$ cat src/rtl/wb_ram512x8_bridge_if.sv
// wb_ram512x8_bridge_if: Wishbone-classic word bus between a master and the byte-SRAM bridge.
interface wb_ram512x8_bridge_if;
  logic        cyc;
  logic        stb;
  logic        we;
  logic [6:0]  adr;
  logic [31:0] dat_w;
  logic [3:0]  sel;
  logic [31:0] dat_r;
  logic        ack;
  modport master (output cyc, stb, we, adr, dat_w, sel, input dat_r, ack);
  modport slave (input cyc, stb, we, adr, dat_w, sel, output dat_r, ack);
endinterface

$ cat src/rtl/wb_ram512x8_bridge.sv
// wb_ram512x8_bridge: serializes Wishbone word accesses into four byte accesses on a 512x8 SRAM.
// Define WB_RAM_WSKIP_EN to make writes visit only the selected byte lanes.
module wb_ram512x8_bridge #(
  parameter int RD_LAT = 1
) (
  input  logic                  clk_i,
  input  logic                  rst_i,
  wb_ram512x8_bridge_if.slave   wb,
  output logic                  ram_wen_o,
  output logic [8:0]            ram_adr_o,
  output logic [7:0]            ram_dat_o,
  input  logic [7:0]            ram_dat_i
);
  typedef enum logic [1:0] {IDLE, XFER, ACK} state_t;
  localparam logic [2:0] LAST = 3'(3 + RD_LAT);
  state_t      state, state_n;
  logic [2:0]  cnt, cnt_n, cap;
  logic [6:0]  adr_q;
  logic        we_q;
  logic [3:0]  sel_q;
  logic [31:0] dat_q, rdat;
  logic [8:0]  adr_hold;
  logic [7:0]  dat_hold;
  logic        req, issue;
  assign req = state == IDLE && wb.cyc && wb.stb && !wb.ack;
  assign issue = state == XFER && cnt <= 3'd3;
  assign cap = cnt - 3'(RD_LAT);
  assign wb.ack = state == ACK;
  assign wb.dat_r = rdat;
  // Address/data hold their last issued value outside the issue phase.
  always_comb begin
    ram_adr_o = issue ? {adr_q, cnt[1:0]} : adr_hold;
    ram_dat_o = issue && we_q ? dat_q[8*cnt[1:0] +: 8] : dat_hold;
    ram_wen_o = issue && we_q && sel_q[cnt[1:0]] && wb.cyc && !rst_i;
  end
`ifdef WB_RAM_WSKIP_EN
  logic [2:0] first, nxt;
  always_comb begin
    first = 3'd4;
    nxt = 3'd4;
    for (int i = 3; i >= 0; i--) begin
      if (wb.sel[i]) first = 3'(i);
      if (sel_q[i] && 3'(i) > cnt) nxt = 3'(i);
    end
  end
  // cnt = 4 is a trailing idle-lane cycle between the last selected lane and ACK.
  always_comb begin
    state_n = state;
    cnt_n = cnt + 3'd1;
    if (state == IDLE) begin
      cnt_n = wb.we ? first : 3'd0;
      if (req) state_n = wb.we && wb.sel == 4'd0 ? ACK : XFER;
    end else if (state == XFER) begin
      if (we_q) cnt_n = nxt;
      if (!wb.cyc) state_n = IDLE;
      else if (we_q ? cnt == 3'd4 : cnt == LAST) state_n = ACK;
    end else state_n = IDLE;
  end
`else
  always_comb begin
    state_n = state;
    cnt_n = cnt + 3'd1;
    if (state == IDLE) begin
      cnt_n = 3'd0;
      if (req) state_n = XFER;
    end else if (state == XFER) begin
      if (!wb.cyc) state_n = IDLE;
      else if (cnt == LAST) state_n = ACK;
    end else state_n = IDLE;
  end
`endif
  always_ff @(posedge clk_i) begin
    if (rst_i) begin
      state <= IDLE;
      cnt <= '0;
      adr_q <= '0;
      we_q <= 1'b0;
      sel_q <= '0;
      dat_q <= '0;
      rdat <= '0;
      adr_hold <= '0;
      dat_hold <= '0;
    end else begin
      state <= state_n;
      cnt <= cnt_n;
      adr_hold <= ram_adr_o;
      dat_hold <= ram_dat_o;
      if (req) begin
        adr_q <= wb.adr;
        we_q <= wb.we;
        sel_q <= wb.sel;
        dat_q <= wb.dat_w;
      end
      // Byte issued RD_LAT cycles ago is now on ram_dat_i; all lanes captured regardless of sel.
      if (state == XFER && !we_q && wb.cyc && cnt >= 3'(RD_LAT)) rdat[8*cap[1:0] +: 8] <= ram_dat_i;
    end
  end
endmodule

$ cat src/flat_wrapper.sv
// flat-port wrapper written by rule: the top's interface ports become plain ports
module wb_ram512x8_bridge_flat 
#(
  parameter int RD_LAT = 1
)
  (clk_i, rst_i, ram_wen_o, ram_adr_o, ram_dat_o, ram_dat_i, wb_cyc, wb_stb, wb_we, wb_adr, wb_dat_w, wb_sel, wb_dat_r, wb_ack);
  wb_ram512x8_bridge_if wb_i ();
  input  logic clk_i;
  input  logic rst_i;
  output logic ram_wen_o;
  output logic [8:0] ram_adr_o;
  output logic [7:0] ram_dat_o;
  input  logic [7:0] ram_dat_i;
  input wire logic [$bits(wb_i.cyc)-1:0] wb_cyc;
  input wire logic [$bits(wb_i.stb)-1:0] wb_stb;
  input wire logic [$bits(wb_i.we)-1:0] wb_we;
  input wire logic [$bits(wb_i.adr)-1:0] wb_adr;
  input wire logic [$bits(wb_i.dat_w)-1:0] wb_dat_w;
  input wire logic [$bits(wb_i.sel)-1:0] wb_sel;
  output wire logic [$bits(wb_i.dat_r)-1:0] wb_dat_r;
  output wire logic [$bits(wb_i.ack)-1:0] wb_ack;
  assign wb_i.cyc = wb_cyc;
  assign wb_i.stb = wb_stb;
  assign wb_i.we = wb_we;
  assign wb_i.adr = wb_adr;
  assign wb_i.dat_w = wb_dat_w;
  assign wb_i.sel = wb_sel;
  assign wb_dat_r = wb_i.dat_r;
  assign wb_ack = wb_i.ack;
  wb_ram512x8_bridge #(.RD_LAT(RD_LAT)) u_core (.clk_i(clk_i), .rst_i(rst_i), .wb(wb_i), .ram_wen_o(ram_wen_o), .ram_adr_o(ram_adr_o), .ram_dat_o(ram_dat_o), .ram_dat_i(ram_dat_i));
endmodule
$ cat config.mk
export PLATFORM = sky130hd
export DESIGN_NAME = wb_ram512x8_bridge_flat
export DESIGN_NICKNAME = d
export VERILOG_FILES = /design/src/rtl/wb_ram512x8_bridge_if.sv /design/src/rtl/wb_ram512x8_bridge.sv /design/src/flat_wrapper.sv
export SDC_FILE = /design/constraint.sdc
export NUM_CORES = 1
export LEC_CHECK = 0
export CORE_UTILIZATION = 45
export CTS_BUF_LIST = sky130_fd_sc_hd__clkbuf_4 sky130_fd_sc_hd__clkbuf_8 sky130_fd_sc_hd__clkbuf_16
export CTS_CLUSTER_DIAMETER = 80
export DETAILED_ROUTE_END_ITERATION = 8
export GPL_ROUTABILITY_DRIVEN = 1
export PLACE_DENSITY = 0.75
export SLEW_MARGIN = 25
export SYNTH_ARGS = -nofsm -noshare
export SYNTH_HDL_FRONTEND = slang
export SYNTH_SLANG_ARGS = --single-unit
$ cat constraint.sdc
create_clock -name clk_i -period 3.45 [get_ports clk_i]
set_input_delay 0.69 -clock clk_i [delete_from_list [all_inputs] [get_ports clk_i]]
set_output_delay 0.69 -clock clk_i [all_outputs]
set_load 0.05 [all_outputs]
Word-level counts from Yosys, hierarchy flattened
Cells that the tools add are included.
- flip-flop bits (word level): 98
- word-level logic and storage cells: 50
- $add $sub $neg: 3
- $lt $le $gt $ge: 3
- equality and inequality tests: 5
- shifts and indexed selects: 3
- muxes and demuxes: 10
- reduce and logical (&&, ||, !) cells: 17
- operators with widths (operator ; count):
    $neg A5 Y34 ; 1
    $shift A8 B34 Y32 const A ; 1
    $shiftx A8 B34 Y32 ; 1
    $bwmux W32 ; 1
    $shiftx A32 B6 Y8 ; 1
    $logic_and A1 B1 Y1 ; 11
    $mux W2 ; 5
    $mux W9 ; 1
    $mux W8 ; 1
    $ne A4 B3 Y1 const B ; 1
    $add A3 B1 Y3 const B ; 1
    $eq A3 B3 Y1 const B ; 1
    $ge A3 B1 Y1 const B ; 1
    $le A3 B2 Y1 const B ; 1
    $logic_not A1 Y1 ; 3
    $lt A2 B3 Y1 const B ; 1
    $bmux W1 S2 ; 1
    $eq A2 B1 Y1 const B ; 1
    $eq A2 B2 Y1 const B ; 1
    $logic_not A2 Y1 ; 1
    $ne A2 B1 Y1 const B ; 1
    $reduce_and A2 Y1 ; 1
    $reduce_or A2 Y1 ; 1
    $sub A2 B1 Y2 const B ; 1
    $mux W1 ; 1

Depth between registers and ports, before layout
- word-level depth: 6
- gate-level depth with buffers: 8
- depth with buffers taken out: 5

Worst setup path after synthesis
No wires, ideal clock.
- kind: register to output
- start: reg u_core.cnt[1]
- end: out ram_wen_o
- arrival time: 2.670 ns
- data required time: 2.760 ns
- path slack: 0.090 ns
- stages on the path, launching flop included: 6
- path buffers: 1
- cell sequence: dfxtp_1 > ha_1 > ha_1 > buf_2 > o21ai_0 > nor4bb_1
- cells in the longest elaborated chain, start to end: 6
- elaborated cells between the ends (all ways): 8
- ends and longest elaborated chain (what ; line ; source):
    start: declaration ; wb_ram512x8_bridge.sv:17 ; logic [2:0] cnt, cnt_n, cap;
    start signal: assignment ; wb_ram512x8_bridge.sv:85 ; cnt <= cnt_n;
    $le A3 B2 Y1 ; wb_ram512x8_bridge.sv:26 ; assign issue = state == XFER && cnt <= 3'd3;
    $logic_and A1 B1 Y1 ; wb_ram512x8_bridge.sv:26 ;
    $logic_and A1 B1 Y1 ; wb_ram512x8_bridge.sv:34 ; ram_wen_o = issue && we_q && sel_q[cnt[1:0]] && wb.cyc && !rst_i;
    $logic_and A1 B1 Y1 * (3 in series) ; wb_ram512x8_bridge.sv:34 ;
    end: declaration ; flat_wrapper.sv:10 ; output logic ram_wen_o;
Mark *: on every way between the ends. The rest lies on a longest branch, timed or not. The select of a mux whose other input is x is not followed.

Final worst setup path
- start: reg u_core.cnt[0]
- end: out ram_dat_o[1]
- cells in the longest elaborated chain, start to end: 4
- elaborated cells between the ends (all ways): 5
- ends and longest elaborated chain (what ; line ; source):
    parallel branches: the longest is 3 deep, another holds $shiftx A32 B6 Y8 ; n/a ;
    $mux W8 * ; wb_ram512x8_bridge.sv:33 ; ram_dat_o = issue && we_q ? dat_q[8*cnt[1:0] +: 8] : dat_hold;
    end: declaration ; flat_wrapper.sv:12 ; output logic [7:0] ram_dat_o;
Every way passes the cells marked *.

==> summary.json <==
{
  "status": {
    "run_status": "complete, no violations"
  },
  "clocking": {
    "cts_buffer_depth": 2,
    "cts.reportedPaths.clkPinSlew_ns": 0.10,
    "cts_inserted_buffers": 9,
    "tritoncts": "built",
    "cts.root.buffer_cell": "clkbuf_8",
    "cts.htree.levels": 3,
    "clock_insertion_delay_worst_skew_ns": 0.37,
    "cts.sink_count": 98
  },
  "die": {
    "coreArea_um2": 9330,
    "io_pins": 107,
    "rows": 35,
    "initial_core_util_pct": 46.7,
    "die_y_um": 100,
    "die-width_um": 100,
    "fp.dieArea_um2": 10100
  },
  "global_route": {
    "global_route.usage.met1_pct": 29.7,
    "use_met3_pct": 2.44,
    "grt.met2_usage_pct": 33.9,
    "initial_antenna_violation_count": 0,
    "gr-total-overflow": 0,
    "grt_max_degree": 58,
    "grt_pass1_vias": 3320,
    "grt_first_pass_wirelength_mm": 16.7,
    "gr-max-usage-layer": "met2",
    "grtUsageTotal_pct": 21.2
  },
  "synth": {
    "synthArstFlopShare_pct": 0,
    "number_of_distinct_standard_cells_referenced_by_the_synthesized_netlist": 36,
    "total_nets_after_synthesis": 547,
    "synth.ff_latch_count": 98,
    "synth.avg_cell_area_um2": 8.98,
    "yosysTopAreaCellShare_pct": 45.0,
    "most_area_hungry_cell_type_in_the_yosys_netlist": "dfxtp_1",
    "syn-cell-area_um2": 4360,
    "synthTopCellsByArea": "dfxtp_1, nand2_1, a21oi_1",
    "dominantRegCellSynth": "dfxtp_1",
    "yosys.cell_count.top_type": "nand2_1",
    "synth-edff-count": 0,
    "synthCells": 485,
    "ys.warnings.count": 0,
    "seq_area_frac_synth_pct": 45.0,
    "synth_commonest_cells": "nand2_1, dfxtp_1, a21oi_1"
  },
  "timing": {
    "final-max-slew-violation-count": 0,
    "number_of_endpoints_with_negative_hold_slack_in_the_final_report": 0,
    "worst_clock_skew_ns": 0.0112,
    "finalSetupTns_ns": 0,
    "relSlewSlack_pct": 49.1,
    "worstMarginPinSlew_ns": 0.759,
    "rsz_0062_raised_after_global_routing": "true",
    "timing.fmax_mhz": 299,
    "finalSetupViolations": 0,
    "timing.hold.ws_ns": 0.458,
    "final_min_period_over_clock_period_pct": 96.9,
    "finalCriticalPeriod_ns": 3.34
  },
  "setup_path": {
    "crit_path_end_kind": "output port",
    "cp_slowest_cell": "o41ai_1",
    "worstPathRequired_ns": 2.76,
    "setup.worst_path.start_class": "flip-flop",
    "crit_path_cell_trace": "buf_4, ha_1, ha_1, and3b_1, o41ai_1, nand2_1, buf_4",
    "critical_path_arrival_ns": 2.65,
    "worst-path-max-fanout": 17,
    "critPathKind": "flip-flop to output port",
    "crit_path_max_incr_delay_ns": 0.52
  },
  "drt": {
    "num_vias": 3691,
    "drtPass1Iterations": 4,
    "antenna_left": 0,
    "detail_route.vias_per_cell": 5.24,
    "drc": 0,
    "detail_route.wirelength_mm": 10.6,
    "dr.first_iter.drc_count": 145,
    "route.detailed.wl_per_inst_um": 15.0
  },
  "place": {
    "hpwl_mm": 7.57,
    "routabilityCongestion": 0.793,
    "port-buffer-count": 106,
    "placed_cells": 689,
    "dpl-instance-area_um2": 5420
  },
  "power": {
    "sequentialPowerShare_pct": 55.9,
    "power_dens_cells_nw_per_um2": 374,
    "combinational_share_of_power_pct": 10.4,
    "ir_drop_mv": 0.211,
    "power.net_switching_uw": 546,
    "internal_power_uw": 1550,
    "pwr-share-clk_pct": 33.8,
    "netSwitchingFraction_pct": 26.0,
    "reported_leakage_power_uw": 0.00215
  },
  "final_layout": {
    "multi_input_area_um2": 2190,
    "final_core_utilization_pct": 60.1,
    "finish.net_count": 633,
    "area.growth.synth_to_final_pct": 28.7,
    "seq_area_um2": 1960,
    "num-fill-cells": 814,
    "n_antenna_cell": 0,
    "layout-drive-gt1-share_pct": 11.3,
    "post_layout_nonfiller_instances": 705,
    "finalInstanceArea_um2": 5610
  },
  "worst_hold_path": {
    "min-delay-path-class": "flip-flop to flip-flop"
  },
  "run": {
    "cap_violations": 0
  }
}
[flip-flops by register name, indices dropped and copies added, names as in the netlist]
| register | count |
|---|---|
| u_core.wb.dat_r | 32 |
| u_core.sel_q | 4 |
| u_core.state | 2 |
| u_core.dat_hold | 8 |
| u_core.we_q | 1 |
| u_core.dat_q | 32 |
| u_core.adr_q | 7 |
| u_core.adr_hold | 9 |
| u_core.cnt | 3 |
[metal layers]
layer | vias to the layer above | wire length [um]
met5 | - | 0
met4 | 0 | 155
met3 | 16 | 335
met2 | 72 | 5120
met1 | 1741 | 4960
li1 | 1862 | -
[per-stage QoR]
step | total power, uW | worst slack [ns]
6_report | 2100 | 0.108
2_1_floorplan | 1310 | 0.0901
3_5_place_dp | 1410 | 0.525
3_3_place_gp | 1410 | 0.652
4_1_cts | 2110 | 0.117
5_1_grt | 2180 | -0.104
[timing repair]
| item | 4_1_cts | 5_1_grt |
|---|---|---|
| gates resized for setup | 0 | 0 |
| hold buffers | 0 | 0 |
| endpoints found under the setup margin | 0 | 7 |
| buffers inserted | 0 | 0 |
[kinds of logic (layout without fill, tap and decap cells)]
kind of cell / after synthesis / count (layout) / share of synthesized area, %
muxes: 33 / 33 / 10.2
and+or+nand+nor: 188 / 188 / 22.0
buffers and inverters: 45 / 136 / 5.17
DFF: 98 / 98 / 45.0
AOI/OAI and AO/OA: 115 / 115 / 15.9
adders and majority gates: 6 / 6 / 1.72
[layout by cell type, fill, tap and decap left out, drive strengths merged]
cell type / synthesis / routed
a21oi: 71 / 71
and3: 1 / 1
and3b: 2 / 2
and4bb: 1 / 1
buf: 24 / 27
clkbuf: 15 / 10
clkdlybuf4s50: 0 / 87
clkinv: 0 / 2
clkinvlp: 0 / 2
dfxtp: 98 / 98
ha: 6 / 6
inv: 6 / 8
mux2i: 24 / 24
mux4: 9 / 9
nand2: 129 / 129
nand2b: 25 / 25
nand3: 6 / 6
nand4: 8 / 8
nand4bb: 2 / 2
nor2: 3 / 3
nor2b: 3 / 3
nor3: 2 / 2
nor4: 1 / 1
nor4b: 2 / 2
nor4bb: 2 / 2
o211ai: 17 / 17
o21ai: 9 / 9
o21bai: 1 / 1
o31ai: 9 / 9
o41ai: 8 / 8
or4: 1 / 1
[power by group through the flow]
stage / clock network [uW] / registers, uW / logic, uW
after floorplan: 0 / 1190 / 120
after global placement: 0 / 1200 / 214
after detailed placement: 0 / 1200 / 217
after CTS: 717 / 1170 / 218
after global routing: 769 / 1170 / 235
final: 708 / 1170 / 217
[cell type report]
type,count,area share (%)
Multi-Input combinational cell,342,39.1
Inverter,6,0.402
Sequential cell,98,35.0
Tap cell,129,2.88
Clock inverter,6,0.871
Timing Repair Buffer,114,19.3
Clock buffer,10,2.46
[critical path: cells and delay by family (launching register included)]
| kind | cells | cell delay (ns) |
|---|---|---|
| AO/OA/AOI/OAI | 1 | 0.52 |
| AND/OR/NAND/NOR | 2 | 0.51 |
| adder cells (fa/ha/maj) | 2 | 0.49 |
| buffers and inverters | 2 | 0.42 |
| flip-flops | 1 | 0.34 |
[path summary, 6_finish.rpt]
path              startpoint                 end  slack [ns]  depth (start not counted)
min reg2reg  u_core.dat_q[1]     u_core.dat_q[1]        0.46                          2
max reg2reg    u_core.cnt[0]  u_core.dat_hold[1]        1.22                          6
max            u_core.cnt[0]        ram_dat_o[1]        0.11                          7
min          u_core.dat_q[1]     u_core.dat_q[1]        0.46                          2
No activity file was read; power rests on OpenSTA's default activity.
